**config.mk**
```make
export PLATFORM = sky130hd
export DESIGN_NAME = mdr_mar_mem_port
export DESIGN_NICKNAME = d
export VERILOG_FILES = /design/src/rtl/mdr_mar_mem_port.sv
export SDC_FILE = /design/constraint.sdc
export NUM_CORES = 1
export LEC_CHECK = 0
export CORE_ASPECT_RATIO = 0.8
export CORE_MARGIN = 5
export CORE_UTILIZATION = 43
export CTS_BUF_LIST = sky130_fd_sc_hd__clkbuf_4 sky130_fd_sc_hd__clkbuf_8
export DETAILED_ROUTE_END_ITERATION = 8
export GPL_TIMING_DRIVEN = 0
export PLACE_DENSITY = 0.95
export SYNTH_ARGS = -nofsm -noshare
export SYNTH_HDL_FRONTEND = slang
export SYNTH_SLANG_ARGS = --single-unit
```
**constraint.sdc**
```tcl
create_clock -name clk -period 2.3 [get_ports clk]
set_input_delay 0.345 -clock clk [delete_from_list [all_inputs] [get_ports clk]]
set_output_delay 0.345 -clock clk [all_outputs]
set_load 0.05 [all_outputs]
```
**src/rtl/mdr_mar_mem_port.sv**
```systemverilog
// MAR/MDR register pair with a req/ack memory port; bus loads in IDLE, one
// outstanding read or write at a time, with wait-cycle timeout.
module mdr_mar_mem_port #(
  parameter int DATA_W  = 32,
  parameter int ADDR_W  = 9,
  parameter int TIMEOUT = 15
) (
  input  logic              clk,
  input  logic              clear,
  input  logic [DATA_W-1:0] bus_in,
  input  logic              MARin,
  input  logic              MDRin,
  input  logic              Read,
  input  logic              Write,
  output logic [DATA_W-1:0] mdr_q,
  output logic [ADDR_W-1:0] mar_q,
  output logic              mem_req,
  output logic              mem_we,
  output logic [ADDR_W-1:0] mem_addr,
  output logic [DATA_W-1:0] mem_wdata,
  input  logic [DATA_W-1:0] mem_rdata,
  input  logic              mem_ack,
  output logic              busy,
  output logic              done,
  output logic              mem_err
);

  localparam logic [2:0] S_IDLE    = 3'd0;
  localparam logic [2:0] S_RD_WAIT = 3'd1;
  localparam logic [2:0] S_WR_WAIT = 3'd2;
  localparam logic [2:0] S_DONE    = 3'd3;
  localparam logic [2:0] S_ERR     = 3'd4;

  localparam int CNT_W = (TIMEOUT > 1) ? $clog2(TIMEOUT) : 1;
  localparam logic [CNT_W-1:0] CNT_LAST = CNT_W'(TIMEOUT - 1);

  logic [2:0]       state;
  logic [CNT_W-1:0] wait_cnt;

  always_ff @(posedge clk) begin
    if (clear) begin
      state    <= S_IDLE;
      wait_cnt <= '0;
      mdr_q    <= '0;
      mar_q    <= '0;
      mem_req  <= 1'b0;
      mem_we   <= 1'b0;
      done     <= 1'b0;
      mem_err  <= 1'b0;
    end else begin
      case (state)
        S_IDLE: begin
          done <= 1'b0;
          // MAR loads even alongside a start, so the access sees the new address
          if (MARin) mar_q <= bus_in[ADDR_W-1:0];
          if (MDRin && Read) begin
            state    <= S_RD_WAIT;
            mem_req  <= 1'b1;
            mem_we   <= 1'b0;
            mem_err  <= 1'b0;
            wait_cnt <= '0;
          end else begin
            if (MDRin) mdr_q <= bus_in;
            if (Write) begin
              state    <= S_WR_WAIT;
              mem_req  <= 1'b1;
              mem_we   <= 1'b1;
              mem_err  <= 1'b0;
              wait_cnt <= '0;
            end
          end
        end
        S_RD_WAIT, S_WR_WAIT: begin
          if (mem_ack) begin
            if (state == S_RD_WAIT) mdr_q <= mem_rdata;
            state   <= S_DONE;
            mem_req <= 1'b0;
            mem_we  <= 1'b0;
            done    <= 1'b1;
          end else if (wait_cnt == CNT_LAST) begin
            state   <= S_ERR;
            mem_req <= 1'b0;
            mem_we  <= 1'b0;
            mem_err <= 1'b1;
          end else begin
            wait_cnt <= wait_cnt + 1'b1;
          end
        end
        S_DONE: begin
          done  <= 1'b0;
          state <= S_IDLE;
        end
        S_ERR: begin
          state <= S_IDLE;
        end
        default: begin
          state   <= S_IDLE;
          mem_req <= 1'b0;
          mem_we  <= 1'b0;
          done    <= 1'b0;
        end
      endcase
    end
  end

  assign busy      = (state != S_IDLE);
  assign mem_addr  = mar_q;
  assign mem_wdata = mdr_q;

endmodule

```
After elaboration in Yosys (flattened, before gate mapping)
Index checks and enable logic that the tools add are counted.

Bits in registers: 52. Bits in latches: 0. RAM bits: 0. Bits in read-only memories: 0. Input port bits: 71. Word-level logic and storage cells: 67. Memories: 0.

$add $sub $neg: 1. $mul: 0. Div/mod/pow operators: 0. $lt $le $gt $ge: 0. Equality and inequality tests: 14. Shift-type cells: 0. Mux-type cells: 29. Bitwise gates (word level): 2. Reductions and logical operators: 13.

Operator list (number): $mux W32 (4); $pmux W32 S2 (1); $mux W4 (4); $ne A2 B2 Y1 const B (7); $mux W3 (4); $mux W1 (10); $pmux W4 S2 (1); $reduce_and A4 Y1 (2); $eq A3 B2 Y1 const B (2); $ne A3 B3 Y1 const B (2); $pmux W1 S3 (2); $pmux W3 S2 (1); $reduce_and A2 Y1 (3); $reduce_and A5 Y1 (1); $add A4 B1 Y4 const B (1); $eq A4 B4 Y1 const B (1); $pmux W1 S2 (2); $reduce_or A2 Y1 (2); $eq A3 B1 Y1 const B (1); $eq A3 B3 Y1 const B (1); $logic_not A3 Y1 (1); $reduce_and A3 Y1 (1); $reduce_bool A3 Y1 (1); $not A1 Y1 (2); other kinds (2) (2).

Longest topological paths before layout
Depth after elaboration: 4. Depth in mapped cells: 7. Gate-level depth less buffers: 6.

Least setup slack after synthesis
No wires, ideal clock.

Path kind: reg-to-reg. Start point: reg state[1]. End point: reg wait_cnt[2]. Arrival: 1583 ps. Required time: 2213 ps. Setup slack: 630 ps. Stages on the path, launching flop included: 7. Clock period less this slack: 1670 ps. Cell sequence: dfxtp_1 buf_4 nor3_1 inv_1 o32ai_2 a21oi_1 a211oi_1.

Cells in the longest elaborated chain, start to end: 4. Elaborated cells on any way between the ends: 10.

RTL lines: start: declaration (RTL line 37) `logic [2:0] state;`; start signal: assignment (RTL line 42) `state <= S_IDLE;`; start signal: assignment (RTL line 57) `state <= S_RD_WAIT;`; start signal: assignment (RTL line 65) `state <= S_WR_WAIT;`; $eq A3 B1 Y1 or $eq A3 B2 Y1 (tied branches) (RTL line 51) `case (state)`; $reduce_or A2 Y1 (RTL line 51); $ne A2 B2 Y1 (no source line) or $reduce_bool A2 Y1 (tied branches); $reduce_and A4 Y1 (no source line); end signal: assignment (RTL line 86) `wait_cnt <= wait_cnt + 1'b1;`; end: declaration (RTL line 38) `logic [CNT_W-1:0] wait_cnt;`.

Parallel ways exist; a longest one is shown, timed or not. A chain may end at the register's enable or synchronous reset.

Worst setup path in the final report
Start point: reg state[1]. End point: out busy.

Cells in the longest elaborated chain, start to end: 1.

RTL lines: $reduce_bool A3 Y1 (RTL line 106) `assign busy = (state != S_IDLE);`; end: declaration (RTL line 23) `output logic busy,`.

No other way between the ends.

==> impl_results.md <==
* Skew final at ~0.0066 ns
* Clock tree sinks at 52
* Initial antenna violation count at 0
* Die width at ~100 um
* Post-Syn Area at ~0.0028 sq mm
* Clk_lat worst skew at 0.31 ns
* First-pass GRT wire length at approximately 15000 um
* Worst slew pin tran at 0.746 ns
* Initial DRC Count at 114
* Crit-path cells: buf_4, nor3_1, inv_1, dlygate4sd2_1
* Final cell count without fillers at 585
* NumNets Final at 573
* Multi-input gate area at 0.00133 sq mm
* DRC Markers at 0
* Ant diodes at 0
* Syn Inst Count at ~340
* Ports at 158
* CTS tree: built
* Worst Path Required at between 1.5 and 2 ns
* Synthesis-to-finish area growth at 62.6%
* Startpoint Class: flop
* Largest delay share family, worst path: buffers and inverters
* Starting Density at 0.443
* Synthesized Nets at 410
* Critical Path AT at 1.76 ns
* Post-synth top flop: dfxtp_1
* Die H at around 83 um
* Final hold violation count at 0
* Largest family of logic cells by synthesized area: compound AO/OA/AOI/OAI gates
* Comb pwr share at 0.531
* R2r worst-path depth at 6
* Tmin final at 2.11 ns
* Leakage at 1.78 nW
* Post-Synth Adder-Cell Area at 0.00881
* Crit-path max cell delay at 0.45 ns
* Fin crit share at 0.916
* Post-CTS Hold Fix Bufs at 0
* Worst path depth at 4
* Syn Area/Cell at 8.42 sq um
* Pwr Total at 3.69 mW
* Worst Setup SP: state[1]$_SDFFE_PP0P_
* Slowest-stage cell, CP: dlygate4sd2_1
* Setup Viol. Count Final at 0
* Worst r2r src: state[1]$_SDFFE_PP0P_
* Hold path depth at 1
* Internal at 2.08 mW
* Max-Cap Viols at 0
* Post-synthesis sequential area ratio at 0.367
* Vias/cell at about 5.2
* Worst-path clk slew at about 0.090 ns
* Switch Pwr at 1.61 mW
* Largest net degree at the start of global routing at 16
* Core Region at between 0.006 and 0.007 sq mm
* Tot GR Track Use at 0.221
* Detailed Place HPWL at 7570 um
* Crit Path Class: flop to output port
* Placed insts at 577
* Layout cells sized above 1 at 0.194
* Post-synthesis mux area share at 0
* Worst setup EP type: output port
* Gr ovfl total at 0
* Fmax achieved at 0.474 GHz
* CTS max path bufs at 2
* Compound-Gate Fraction of Synth Area at 0.242
* Clock power share at 0.172
* Max VDD drop at 0.562 mV
* Asr flop ratio synth at 0
* Wire length per cell at 16.2 um
* Die area at 0.00834 sq mm
* Port Buffers at 156
* Buf+Inv Stages, Crit Path at 3
* RePlAce Congestion at 0.893
* Worst-path fanout max at 9
* Antenna Nets Post-Route at 0
* P per Cell Area at 800 mW/mm^2
* Final wirelength at 9500 um
* Sequential cell area at 0.00104 sq mm
* Post-synth EDFFs at 0
* DRT Pass-1 Iters at 4
* Unrepaired setup endpoints after global routing: no
* Hold crit path type: flop to flop
* Post-route setup TNS at 0 ns
* Post-Place Worst Slack at 0.0463 ns
* Number of distinct library cells after synthesis at 37
* Switching share of power at 0.436
* Maximum level of the CTS H-tree at 2
* Final Slew Violations at 0
* Cts bufs inserted at 5
* XOR/XNOR Fraction of Synth Area at 0.00573
* Seq pwr share at 0.297
* Fillers at 483
* Status: complete, no violations
* DR vias at 3015
* Number of global-route vias before repair at 3007
* Worst Setup Slack, final at 0.192 ns
* Synth Area in Simple Gates at 0.212
* Max_slew headroom at 0.503
* Root Buffer: clkbuf_8
* Rows at 26
* HP Start: mem_req$_SDFFE_PP0P_
* Flip-flop and latch count after synthesis at 52
* Synthesis warning total at 0
## path summary, 6_finish.rpt
check | endpoint | slack, ns
setup reg to reg | mdr_q[21]$_SDFFE_PP0P_ | 0.41
hold / removal | mem_req$_SDFFE_PP0P_ | 0.47
setup / recovery | busy | 0.19
hold reg to reg | mem_req$_SDFFE_PP0P_ | 0.47
## cell families (layout without fill, tap and decap cells)
kind of cell / count (synthesis) / in the layout
AO/OA/AOI/OAI: 67 / 67
XOR/XNOR: 1 / 1
adder cells (fa/ha/maj): 2 / 2
buffers and inverters: 69 / 233
flip-flops: 52 / 52
AND/OR/NAND/NOR: 146 / 146
## through the flow
stage,utilization,hold WS (ns),area [sq um]
after CTS,0.720,0.473,4620
after global placement,0.703,0.447,4510
after detailed placement,0.703,0.447,4510
final,0.720,0.469,4620
after global routing,0.720,0.504,4620
after floorplan,-,0.481,2840
## cell usage in the layout (no fill, tap or decap), types with 2 or more instances in the layout
| master | n |
|---|---|
| a21oi_1 | 16 |
| and3_1 | 2 |
| a311oi_1 | 4 |
| ha_1 | 2 |
| nor4_1 | 2 |
| nor2_1 | 38 |
| clkbuf_8 | 5 |
| nand3_1 | 3 |
| buf_2 | 7 |
| buf_6 | 4 |
| inv_1 | 3 |
| o32ai_1 | 2 |
| clkbuf_1 | 9 |
| a2111oi_0 | 2 |
| o21ai_0 | 4 |
| clkdlybuf4s50_1 | 155 |
| nand2b_1 | 3 |
| dfxtp_1 | 52 |
| nand2_1 | 87 |
| a311oi_2 | 28 |
| a211oi_1 | 3 |
| nor3_1 | 4 |
| buf_4 | 46 |
## sequential cells by signal, summed over array words and instances (netlist names)
register and count:
mar_q 9, mdr_q 32, wait_cnt 4, mem_req 1, mem_err 1, mem_we 1, done 1, state 3
## synth_stat cells, drive strengths merged (2+ instances only)
cell     number  share of area
nor4          2         0.0044
a211oi        3         0.0079
nand2b        3         0.0066
ha            2         0.0088
and3          2         0.0044
clkbuf        9          0.012
dfxtp        52           0.37
nor2         39          0.052
a21boi        2         0.0053
a311oi       32           0.16
a2111oi       2         0.0062
o21ai         4         0.0071
o32ai         3          0.012
nand3         3         0.0053
a21oi        16          0.028
nor3          4         0.0071
buf          57           0.15
nand2        87           0.12
inv           3         0.0040
## final cells by class
type                       instances  share of cell area
tap                               84              0.0228
multi-input combinational        216               0.288
clock buffer                       6              0.0165
timing repair buffer             156               0.338
sequential                        52               0.226
buffer                            66              0.0995
clock inverter                     2             0.00759
inverter                           3             0.00244
## metal layers
metal  global-route usage  wire length (um)
met1                0.263              3870
met2                0.390              4620
met3               0.0638               885
met4               0.0606               122
met5                    0                 0
## power groups by stage
stage	combinational [mW]	clock, mW	sequential, mW
after detailed placement	1.98	0	1.12
after floorplan	1.01	0	1.43
after global routing	2.08	0.681	1.11
after CTS	1.98	0.648	1.10
final	1.96	0.635	1.10
after global placement	1.93	0	1.11
## repair_timing
action,4_1_cts,5_1_grt
setup endpoints to repair,1,0
setup buffers,0,0
resized for setup,1,0
Power figures use the tool's default switching activity.
